--- src/rtl/pi1_arbiter_pkg.sv ---
// pi1_arbiter_pkg
//   Definitions shared by every pi1 block: the two-bit pi1 operation codes
//   and a constant-foldable ceiling-log2 used to size address and index
//   fields from parameters.
package pi1_arbiter_pkg;

  localparam logic [1:0] PINOOP = 2'd0;  // idle, no request
  localparam logic [1:0] PIWROP = 2'd1;  // write
  localparam logic [1:0] PIRDOP = 2'd2;  // read
  localparam logic [1:0] PIRWOP = 2'd3;  // read-then-write (swap)

  // Smallest r with 2**r >= value; clog2(1) = 0.
  function automatic int clog2(input int value);
    int r;
    r = 0;
    for (int v = value - 1; v > 0; v = v >> 1) begin
      r = r + 1;
    end
    return r;
  endfunction

endpackage

--- src/rtl/pi1_arbiter_rrpick.sv ---
// pi1_arbiter_rrpick
//   Purely combinational round-robin picker. Scans the request vector
//   starting at ptr_i and wrapping modulo N, and returns the first
//   requesting index. With no request, idx_o echoes ptr_i so the slave
//   side muxes stay parked on a well-defined master.
//
//   req_i  in   N  one bit per master, 1 = requesting
//   ptr_i  in   W  highest-priority index (must be < N)
//   idx_o  out  W  selected index
//   vld_o  out  1  at least one request present
module pi1_arbiter_rrpick #(
  parameter int N = 2,
  parameter int W = 1
) (
  input  logic [N-1:0] req_i,
  input  logic [W-1:0] ptr_i,
  output logic [W-1:0] idx_o,
  output logic         vld_o
);

  // One extra bit so ptr + offset cannot overflow before the wrap.
  localparam logic [W:0] NV = (W+1)'(N);

  logic [W:0] cand;

  // Scanning from the farthest offset down to offset 0 lets the nearest
  // requester (lowest offset from ptr_i) overwrite earlier hits. The wrap is
  // a single conditional subtract, so non-power-of-2 counts need no divider.
  always_comb begin
    // NOTE: every output of a combinational block gets a default first; a
    // path that leaves one unassigned would infer a latch.
    idx_o = ptr_i;
    vld_o = 1'b0;
    cand  = '0;
    for (int k = N - 1; k >= 0; k--) begin
      cand = {1'b0, ptr_i} + (W+1)'(k);
      if (cand >= NV) cand = cand - NV;
      if (req_i[cand[W-1:0]]) begin
        idx_o = cand[W-1:0];
        vld_o = 1'b1;
      end
    end
  end

endmodule

--- src/rtl/pi1_arbiter.sv ---
// pi1_arbiter
//   Round-robin arbiter sharing one pi1 slave port between MASTERCOUNT pi1
//   masters. The request path is combinational; the grant is frozen while
//   the slave stalls a started request, and priority rotates to the master
//   after the granted one on every accepted request.
//
//   clk_i           in   1                clock, all state on rising edge
//   rst_ni          in   1                asynchronous active-low reset
//   m_pi1_op_i      in   2*MC             per-master op, master i at [2*i+:2]
//   m_pi1_addr_i    in   ADDRBITSZ*MC     per-master word address
//   m_pi1_data_i    in   ARCHBITSZ*MC     per-master write data
//   m_pi1_data_o    out  ARCHBITSZ*MC     read data, every slice = s_pi1_data_i
//   m_pi1_sel_i     in   SELBITSZ*MC      per-master byte selects
//   m_pi1_rdy_o     out  MC               per-master ready
//   m_pi1_mapsz_o   out  ADDRBITSZ*MC     every slice = s_pi1_mapsz_i
//   s_pi1_op_o      out  2                op to slave
//   s_pi1_addr_o    out  ADDRBITSZ        granted master's address
//   s_pi1_data_o    out  ARCHBITSZ        granted master's write data
//   s_pi1_data_i    in   ARCHBITSZ        slave read data
//   s_pi1_sel_o     out  SELBITSZ         granted master's byte selects
//   s_pi1_rdy_i     in   1                slave ready
//   s_pi1_mapsz_i   in   ADDRBITSZ        slave map size
module pi1_arbiter
  import pi1_arbiter_pkg::*;
#(
  parameter  int MASTERCOUNT = 2,
  parameter  int ARCHBITSZ   = 32,
  localparam int ADDRBITSZ   = ARCHBITSZ - clog2(ARCHBITSZ / 8),
  localparam int SELBITSZ    = ARCHBITSZ / 8
) (
  input  logic                             clk_i,
  input  logic                             rst_ni,
  input  logic [2*MASTERCOUNT-1:0]         m_pi1_op_i,
  input  logic [ADDRBITSZ*MASTERCOUNT-1:0] m_pi1_addr_i,
  input  logic [ARCHBITSZ*MASTERCOUNT-1:0] m_pi1_data_i,
  output logic [ARCHBITSZ*MASTERCOUNT-1:0] m_pi1_data_o,
  input  logic [SELBITSZ*MASTERCOUNT-1:0]  m_pi1_sel_i,
  output logic [MASTERCOUNT-1:0]           m_pi1_rdy_o,
  output logic [ADDRBITSZ*MASTERCOUNT-1:0] m_pi1_mapsz_o,
  output logic [1:0]                       s_pi1_op_o,
  output logic [ADDRBITSZ-1:0]             s_pi1_addr_o,
  output logic [ARCHBITSZ-1:0]             s_pi1_data_o,
  input  logic [ARCHBITSZ-1:0]             s_pi1_data_i,
  output logic [SELBITSZ-1:0]              s_pi1_sel_o,
  input  logic                             s_pi1_rdy_i,
  input  logic [ADDRBITSZ-1:0]             s_pi1_mapsz_i
);

  // A single master still gets a one-bit index that simply stays 0.
  localparam int              PTRW    = (MASTERCOUNT > 1) ? clog2(MASTERCOUNT) : 1;
  localparam logic [PTRW-1:0] LASTIDX = PTRW'(MASTERCOUNT - 1);

  logic [1:0]           op_m   [MASTERCOUNT];
  logic [ADDRBITSZ-1:0] addr_m [MASTERCOUNT];
  logic [ARCHBITSZ-1:0] data_m [MASTERCOUNT];
  logic [SELBITSZ-1:0]  sel_m  [MASTERCOUNT];
  logic [MASTERCOUNT-1:0] req;

  logic [PTRW-1:0] ptr_q, ptr_d;
  logic            lock_q, lock_d;
  logic [PTRW-1:0] lockidx_q, lockidx_d;

  logic [PTRW-1:0] pick_idx;
  logic            pick_vld;
  logic [PTRW-1:0] gnt;
  logic            gntvld;
  logic            s_active;

  for (genvar i = 0; i < MASTERCOUNT; i++) begin : g_slice
    assign op_m[i]   = m_pi1_op_i[2*i +: 2];
    assign addr_m[i] = m_pi1_addr_i[ADDRBITSZ*i +: ADDRBITSZ];
    assign data_m[i] = m_pi1_data_i[ARCHBITSZ*i +: ARCHBITSZ];
    assign sel_m[i]  = m_pi1_sel_i[SELBITSZ*i +: SELBITSZ];
    assign req[i]    = (op_m[i] != PINOOP);
    // Idle masters see slave ready so they can qualify returned read data;
    // a waiting requester sees 0 and must hold its request.
    assign m_pi1_rdy_o[i] = s_pi1_rdy_i &
                            ((gntvld & (gnt == PTRW'(i))) | (op_m[i] == PINOOP));
  end

  pi1_arbiter_rrpick #(
    .N (MASTERCOUNT),
    .W (PTRW)
  ) u_rrpick (
    .req_i (req),
    .ptr_i (ptr_q),
    .idx_o (pick_idx),
    .vld_o (pick_vld)
  );

  // A stalled request keeps its master; new requests cannot steal the bus.
  assign gnt    = lock_q ? lockidx_q : pick_idx;
  assign gntvld = lock_q | pick_vld;

  // If the locked master drops its op, this naturally shows NOOP.
  assign s_pi1_op_o   = gntvld ? op_m[gnt] : PINOOP;
  assign s_pi1_addr_o = addr_m[gnt];
  assign s_pi1_data_o = data_m[gnt];
  assign s_pi1_sel_o  = sel_m[gnt];
  assign s_active     = (s_pi1_op_o != PINOOP);

  assign m_pi1_data_o  = {MASTERCOUNT{s_pi1_data_i}};
  assign m_pi1_mapsz_o = {MASTERCOUNT{s_pi1_mapsz_i}};

  always_comb begin
    ptr_d     = ptr_q;
    lock_d    = lock_q;
    lockidx_d = lockidx_q;
    if (s_active && s_pi1_rdy_i) begin
      // Accept: the master after the granted one gets top priority.
      ptr_d  = (gnt == LASTIDX) ? '0 : gnt + PTRW'(1);
      lock_d = 1'b0;
    end else if (s_active && !lock_q) begin
      // First stalled cycle: freeze the grant.
      lock_d    = 1'b1;
      lockidx_d = gnt;
    end else if (!s_active) begin
      // Locked master withdrew its request; release without rotating.
      lock_d = 1'b0;
    end
  end

  always_ff @(posedge clk_i or negedge rst_ni) begin
    // NOTE: sequential state uses non-blocking assignments so every register
    // samples the pre-edge values, independent of statement order.
    if (!rst_ni) begin
      ptr_q     <= '0;
      lock_q    <= 1'b0;
      lockidx_q <= '0;
    end else begin
      ptr_q     <= ptr_d;
      lock_q    <= lock_d;
      lockidx_q <= lockidx_d;
    end
  end

endmodule

--- config.mk ---
export PLATFORM = sky130hd
export DESIGN_NAME = pi1_arbiter
export DESIGN_NICKNAME = d
export VERILOG_FILES = /design/src/rtl/pi1_arbiter_pkg.sv /design/src/rtl/pi1_arbiter_rrpick.sv /design/src/rtl/pi1_arbiter.sv
export SDC_FILE = /design/constraint.sdc
export NUM_CORES = 1
export LEC_CHECK = 0
export CAP_MARGIN = 5
export CORE_AREA = 2 2 151 153
export CTS_BUF_LIST = sky130_fd_sc_hd__clkbuf_8
export CTS_CLUSTER_SIZE = 24
export DETAILED_ROUTE_END_ITERATION = 6
export DIE_AREA = 0 0 153 155
export PLACE_DENSITY = 0.57
export SLEW_MARGIN = 0
export SYNTH_ARGS = -nofsm -noshare
export SYNTH_HDL_FRONTEND = slang
export SYNTH_SLANG_ARGS = --single-unit
--- constraint.sdc ---
create_clock -name clk_i -period 4.9 [get_ports clk_i]
set_input_delay 1.47 -clock clk_i [delete_from_list [all_inputs] [get_ports clk_i]]
set_output_delay 1.47 -clock clk_i [all_outputs]
set_load 0.05 [all_outputs]
# --- After elaboration in Yosys (flattened, before gate mapping) ---
# Index checks and enable logic that the tools add are counted.
word_totals:
  output_inout_bits: 194
  inputBits: 201
  regBits: 3
op_classes:
  n_lt_le_gt_ge: 5
  add_sub_neg: 4
  mux: 28
  n_reduce_logical: 9
  n_bitwise: 10
  eq_ne: 1
ops:
  columns: ["operator", "count"]
  rows:
  - ["$mux W32", 3]
  - ["$mux W30", 3]
  - ["$mux W1", 15]
  - ["$mux W4", 3]
  - ["$mux W2", 4]
  - ["$reduce_bool A2 Y1", 3]
  - ["$and A1 B1 Y1", 4]
  - ["$ge A2 B2 Y1 const B", 2]
  - ["$logic_not A2 Y1", 2]
  - ["$lt A1 B2 Y1 const B", 2]
  - ["$ne A3 B1 Y1 const B", 1]
  - ["$or A1 B1 Y1", 3]
  - ["$add A1 B1 Y2 const B", 1]
  - ["$ge A1 B2 Y1 const B", 1]
  - ["$logic_and A1 B1 Y1", 2]
  - ["$not A1 Y1", 2]
  - ["$not A1 Y2", 1]
  - ["$reduce_and A2 Y1", 1]
  - ["$sub A1 B1 Y1 const B", 2]
  - ["$add A1 B1 Y1 const B", 1]
  - ["$logic_not A1 Y1", 1]

# --- Depth between registers and ports, before layout ---
depth:
  depth_word: 17
  depth_mapped: 6
  ltp_nobuf: 4

# --- Cells and area by module ---
# Synthesis repeated with hierarchy kept, for this count alone.
hier_totals:
  cells_unflattened: 230
  area_unflattened_um2: 2010.7
by_module_without_submodules:
  columns: ["mod", "seq_area_each_um2", "area_each_um2", "cells_each", "n_inst"]
  rows:
  - ["pi1_arbiter", 75.1, 1991.9, 226, 1]
  - ["pi1_arbiter_rrpick", 0.0, 18.8, 4, 1]

# --- Worst setup path after synthesis ---
# Ideal clock, no wire load.
synth_timing:
  path_type: "input to output"
  start: "in m_pi1_op_i[3]"
  end: "out s_pi1_addr_o[10]"
  stages: 6
  t_required_ns: 3.430
  setup_slack_ns: 0.354
  t_arrival_ns: 3.076
  path_cell_list: "nor2_1 > maj3_2 > buf_2 > buf_2 > nand2_1 > a22oi_1"
synth_via:
  elab_chain_len: 10
synth_lines:
  columns: ["element", "line_no", "text"]
  rows:
  - ["start, declared", "pi1_arbiter.sv:33", "input logic [2*MASTERCOUNT-1:0] m_pi1_op_i,"]
  - ["$reduce_bool A2 Y1 (*)", "pi1_arbiter.sv:74", "assign req[i] = (op_m[i] != PINOOP);"]
  - ["$mux W1 (implied by the code) (2 in series)", "pi1_arbiter_rrpick.sv:38", "if (req_i[cand[W-1:0]]) begin"]
  - ["$mux W1", "pi1_arbiter_rrpick.sv:38", null]
  - ["$mux W1 (*)", "pi1_arbiter_rrpick.sv:38", null]
  - ["$mux W1 (*)", "pi1_arbiter.sv:92", "assign gnt = lock_q ? lockidx_q : pick_idx;"]
  - ["$not A1 Y2 (implied by the code) (*)", "pi1_arbiter.sv:97", "assign s_pi1_addr_o = addr_m[gnt];"]
  - ["$mux W30 (implied by the code) (*) (3 in series)", "pi1_arbiter.sv:97", null]
  - ["end, declared", "pi1_arbiter.sv:41", "output logic [ADDRBITSZ-1:0] s_pi1_addr_o,"]
# Every way passes the cells marked *; elsewhere a longest branch is shown, timed or not. The select of a mux whose other input is x is not followed.

# --- Final worst setup path ---
layout_timing:
  start: "in m_pi1_op_i[3]"
  end: "out s_pi1_addr_o[26]"
# The elaborated chain is that of the path after synthesis.

==> flow_metrics.tcl <==
set metrics [dict create \
    vias 3856 \
    cp_slowest_cell "clkdlybuf4s50_1" \
    cts-buffers-inserted 3 \
    critical_path_class "input port to output port" \
    htreeDepth 1 \
    placedCellCount 873 \
    die_area_um2 23700 \
    cts_setup_buffers 0 \
    rr_startpoint "lock_q" \
    ys_seq_elements 3 \
    ctsResizeCount 0 \
    synth_commonest_cells "buf_4 (124), nand2_1 (71), a21o_1 (66), a22oi_1 (66), mux2i_1 (66)" \
    rrSetupSlack_ns 3.11 \
    worstSetupStartpoint "m_pi1_op_i[3]" \
    outcome "finished, final reports clean" \
    setup_slack_ns 0.132 \
    timing_hold_violations_final 0 \
    max_stage_delay_ns 0.44 \
    fin_tns_setup_ns 0 \
    netlist_instances 528 \
    cp_max_fo 38 \
    grt_pass1_wl_mm 21.7 \
    rows 55 \
    slew_violations 0 \
    track_usage_pct 11.5 \
    hp-class "flip-flop to flip-flop" \
    ctsHoldBuffers 0 \
    tightest_slew_ns 0.851 \
    drive_gt1_share_pct 17.2 \
    final_nets 794 \
    syn2layout_area_growth_pct 60.7 \
    worstPathRequired_ns 3.43 \
    setup_viol 0 \
    finalCriticalPeriod_ns 4.77 \
    wirelength_mm 14.6 \
    min_period_over_period_pct 97.3 \
    r2r-end "ptr_q" \
    initialDrtViolationCount 177 \
    coreArea_um2 22200 \
    drc_errors 0 \
    cp-end-kind "output port" \
    clk_path_buf_depth 2 \
    synth-async-reset-ratio_pct 100 \
    syn-num-nets 729 \
    path_cells "clkdlybuf4s50_1 > or2_4 > maj3_2 > buf_12 > o21ai_1 > a22oi_1 > buf_4 > buf_12" \
    hold_start "ptr_q" \
    fmaxAchievable_mhz 210 \
    dp_slack_ns 0.0741 \
    synth-edff-count 0 \
    final.setup_skew_ns 0.000294 \
    antennaDiodeCount 0 \
    reg2reg_depth 4 \
    yosys.area.top_type "buf_4" \
    root_buffer "clkbuf_8" \
    yosys_most_used_dff "dfrtp_1" \
    die_y_um 155 \
    ant_nets 0 \
    hold_path_end "lockidx_q" \
    instances_no_fill 877 \
    avgRoutedWirePerCell_um 16.6 \
    synth.area.top_cells "buf_4 (26%), mux2i_1 (18%), a21o_1 (14%)" \
    dr.pass1.iters 4 \
    dpl.hpwl_mm 11.8 \
    n_fill_cell 2393 \
    grt_max_degree 81 \
    synth_top_area_share_pct 25.5 \
    slew-limit-headroom_pct 43.3 \
    syn_area_per_cell_um2 6.91 \
    initial_core_util_pct 16.4 \
    grt_pass1_vias 3668 \
    ys_seq_area_share_pct 2.06 \
    die_w_um 153 \
    antenna_found_initial 0 \
    clock_sinks 3 \
    worstPathArrival_ns 3.30 \
    whs_ns 0.668 \
    synth.distinct_cells 28 \
    synthMostInstantiatedCell "buf_4" \
    grt_overflow_total 0 \
    netlist_area_um2 3650 \
    gp_congestion 0.703 \
    cp_common_cell "buf_12" \
    viasPerCell 4.40 \
    io_buffers 208 \
    clkLatencyLatePin_ns 0.22 \
    utilization_pct 26.4 \
    ios 395 \
    power_density_nw_per_um2 373 \
    cts_tree "built" \
    ir_worst_vdd_uv 128 \
    clk_pin_slew_ns 0.03 \
    whs_path_depth 2 \
    start_kind "input port" \
    p_leak_nw 2.70 \
    yosys_warnings 0 \
    max_cap_viol_count 0 \
    rsz0062_at_grt "false" \
]
cell families after synthesis:
| logic type | share of synthesized area [%] |
|---|---|
| AO/OA/AOI/OAI | 39.1 |
| adder cells (fa/ha/maj) | 0.617 |
| buffers and inverters | 31.8 |
| flip-flops | 2.06 |
| multiplexers | 18.1 |
| AND/OR/NAND/NOR | 8.30 |
layout make-up:
cell class,count,area (um^2),share of cell area [%]
repair buffers,228,2960,50.5
clock inverters,1,3.75,0.0641
multi-input cells,356,2410,41.2
clock buffers,3,41.3,0.705
inverters,1,3.75,0.0641
flip-flops and latches,3,82.6,1.41
well taps,285,357,6.09
cells in the final DEF, fill, tap and decap left out, drive strengths merged:
cell type,Yosys,routed
a22oi,66,66
a41o,1,1
buf,145,90
o31ai,1,1
inv,1,2
a32o,2,2
dfrtp,3,3
clkdlybuf4s50,0,138
or2,2,2
nand2,71,71
a21boi,1,1
o21a,2,2
a21o,66,66
nor2,4,4
clkbuf,23,3
mux2i,66,66
a31oi,2,2
a221oi,1,1
nand2b,1,1
a21oi,1,1
o21ai,67,67
maj3,2,2
worst max-delay path: cells and delay by family:
family | cells | cell delay, ns
AOI/OAI and AO/OA | 2 | 0.22
and+or+nand+nor | 1 | 0.27
adders and majority gates | 1 | 0.35
buffers and inverters | 4 | 0.95
through the flow:
step	power, mW	area (um^2)
2_1_floorplan	1.44	3650
4_1_cts	2.21	5860
5_1_grt	2.31	5860
3_5_place_dp	2.14	5810
6_report	2.18	5860
3_3_place_gp	2.13	5810
registers in the layout, indices dropped and copies added (netlist names):
register	cells
ptr_q	1
lockidx_q	1
lock_q	1
metal layers:
layer	global-route usage, %	vias to the layer above	wire, um	share of wire [%]
met4	3.70	0	426	2.9
met5	0	-	0	0
met2	21.3	205	7370	51
met3	4.12	42	1460	10
met1	12.0	1700	5290	36
li1	-	1909	-	-
power by group:
part / internal, mW / switching, mW
Sequential: 0.0326 / 0.0731
Combinational: 0.948 / 1.06
Clock: 0.0533 / 0.0163
Total: 1.03 / 1.15
worst max-delay path by stage:
stage / slack (ns) / end
floorplan: 0.35 / s_pi1_addr_o[10]
global placement: 0.13 / s_pi1_addr_o[26]
detailed placement: 0.07 / s_pi1_addr_o[1]
CTS: 0.07 / s_pi1_addr_o[1]
global route: 0.0005 / s_pi1_addr_o[1]
finish: 0.13 / s_pi1_addr_o[26]
No activity file was read; power rests on OpenSTA's default activity.
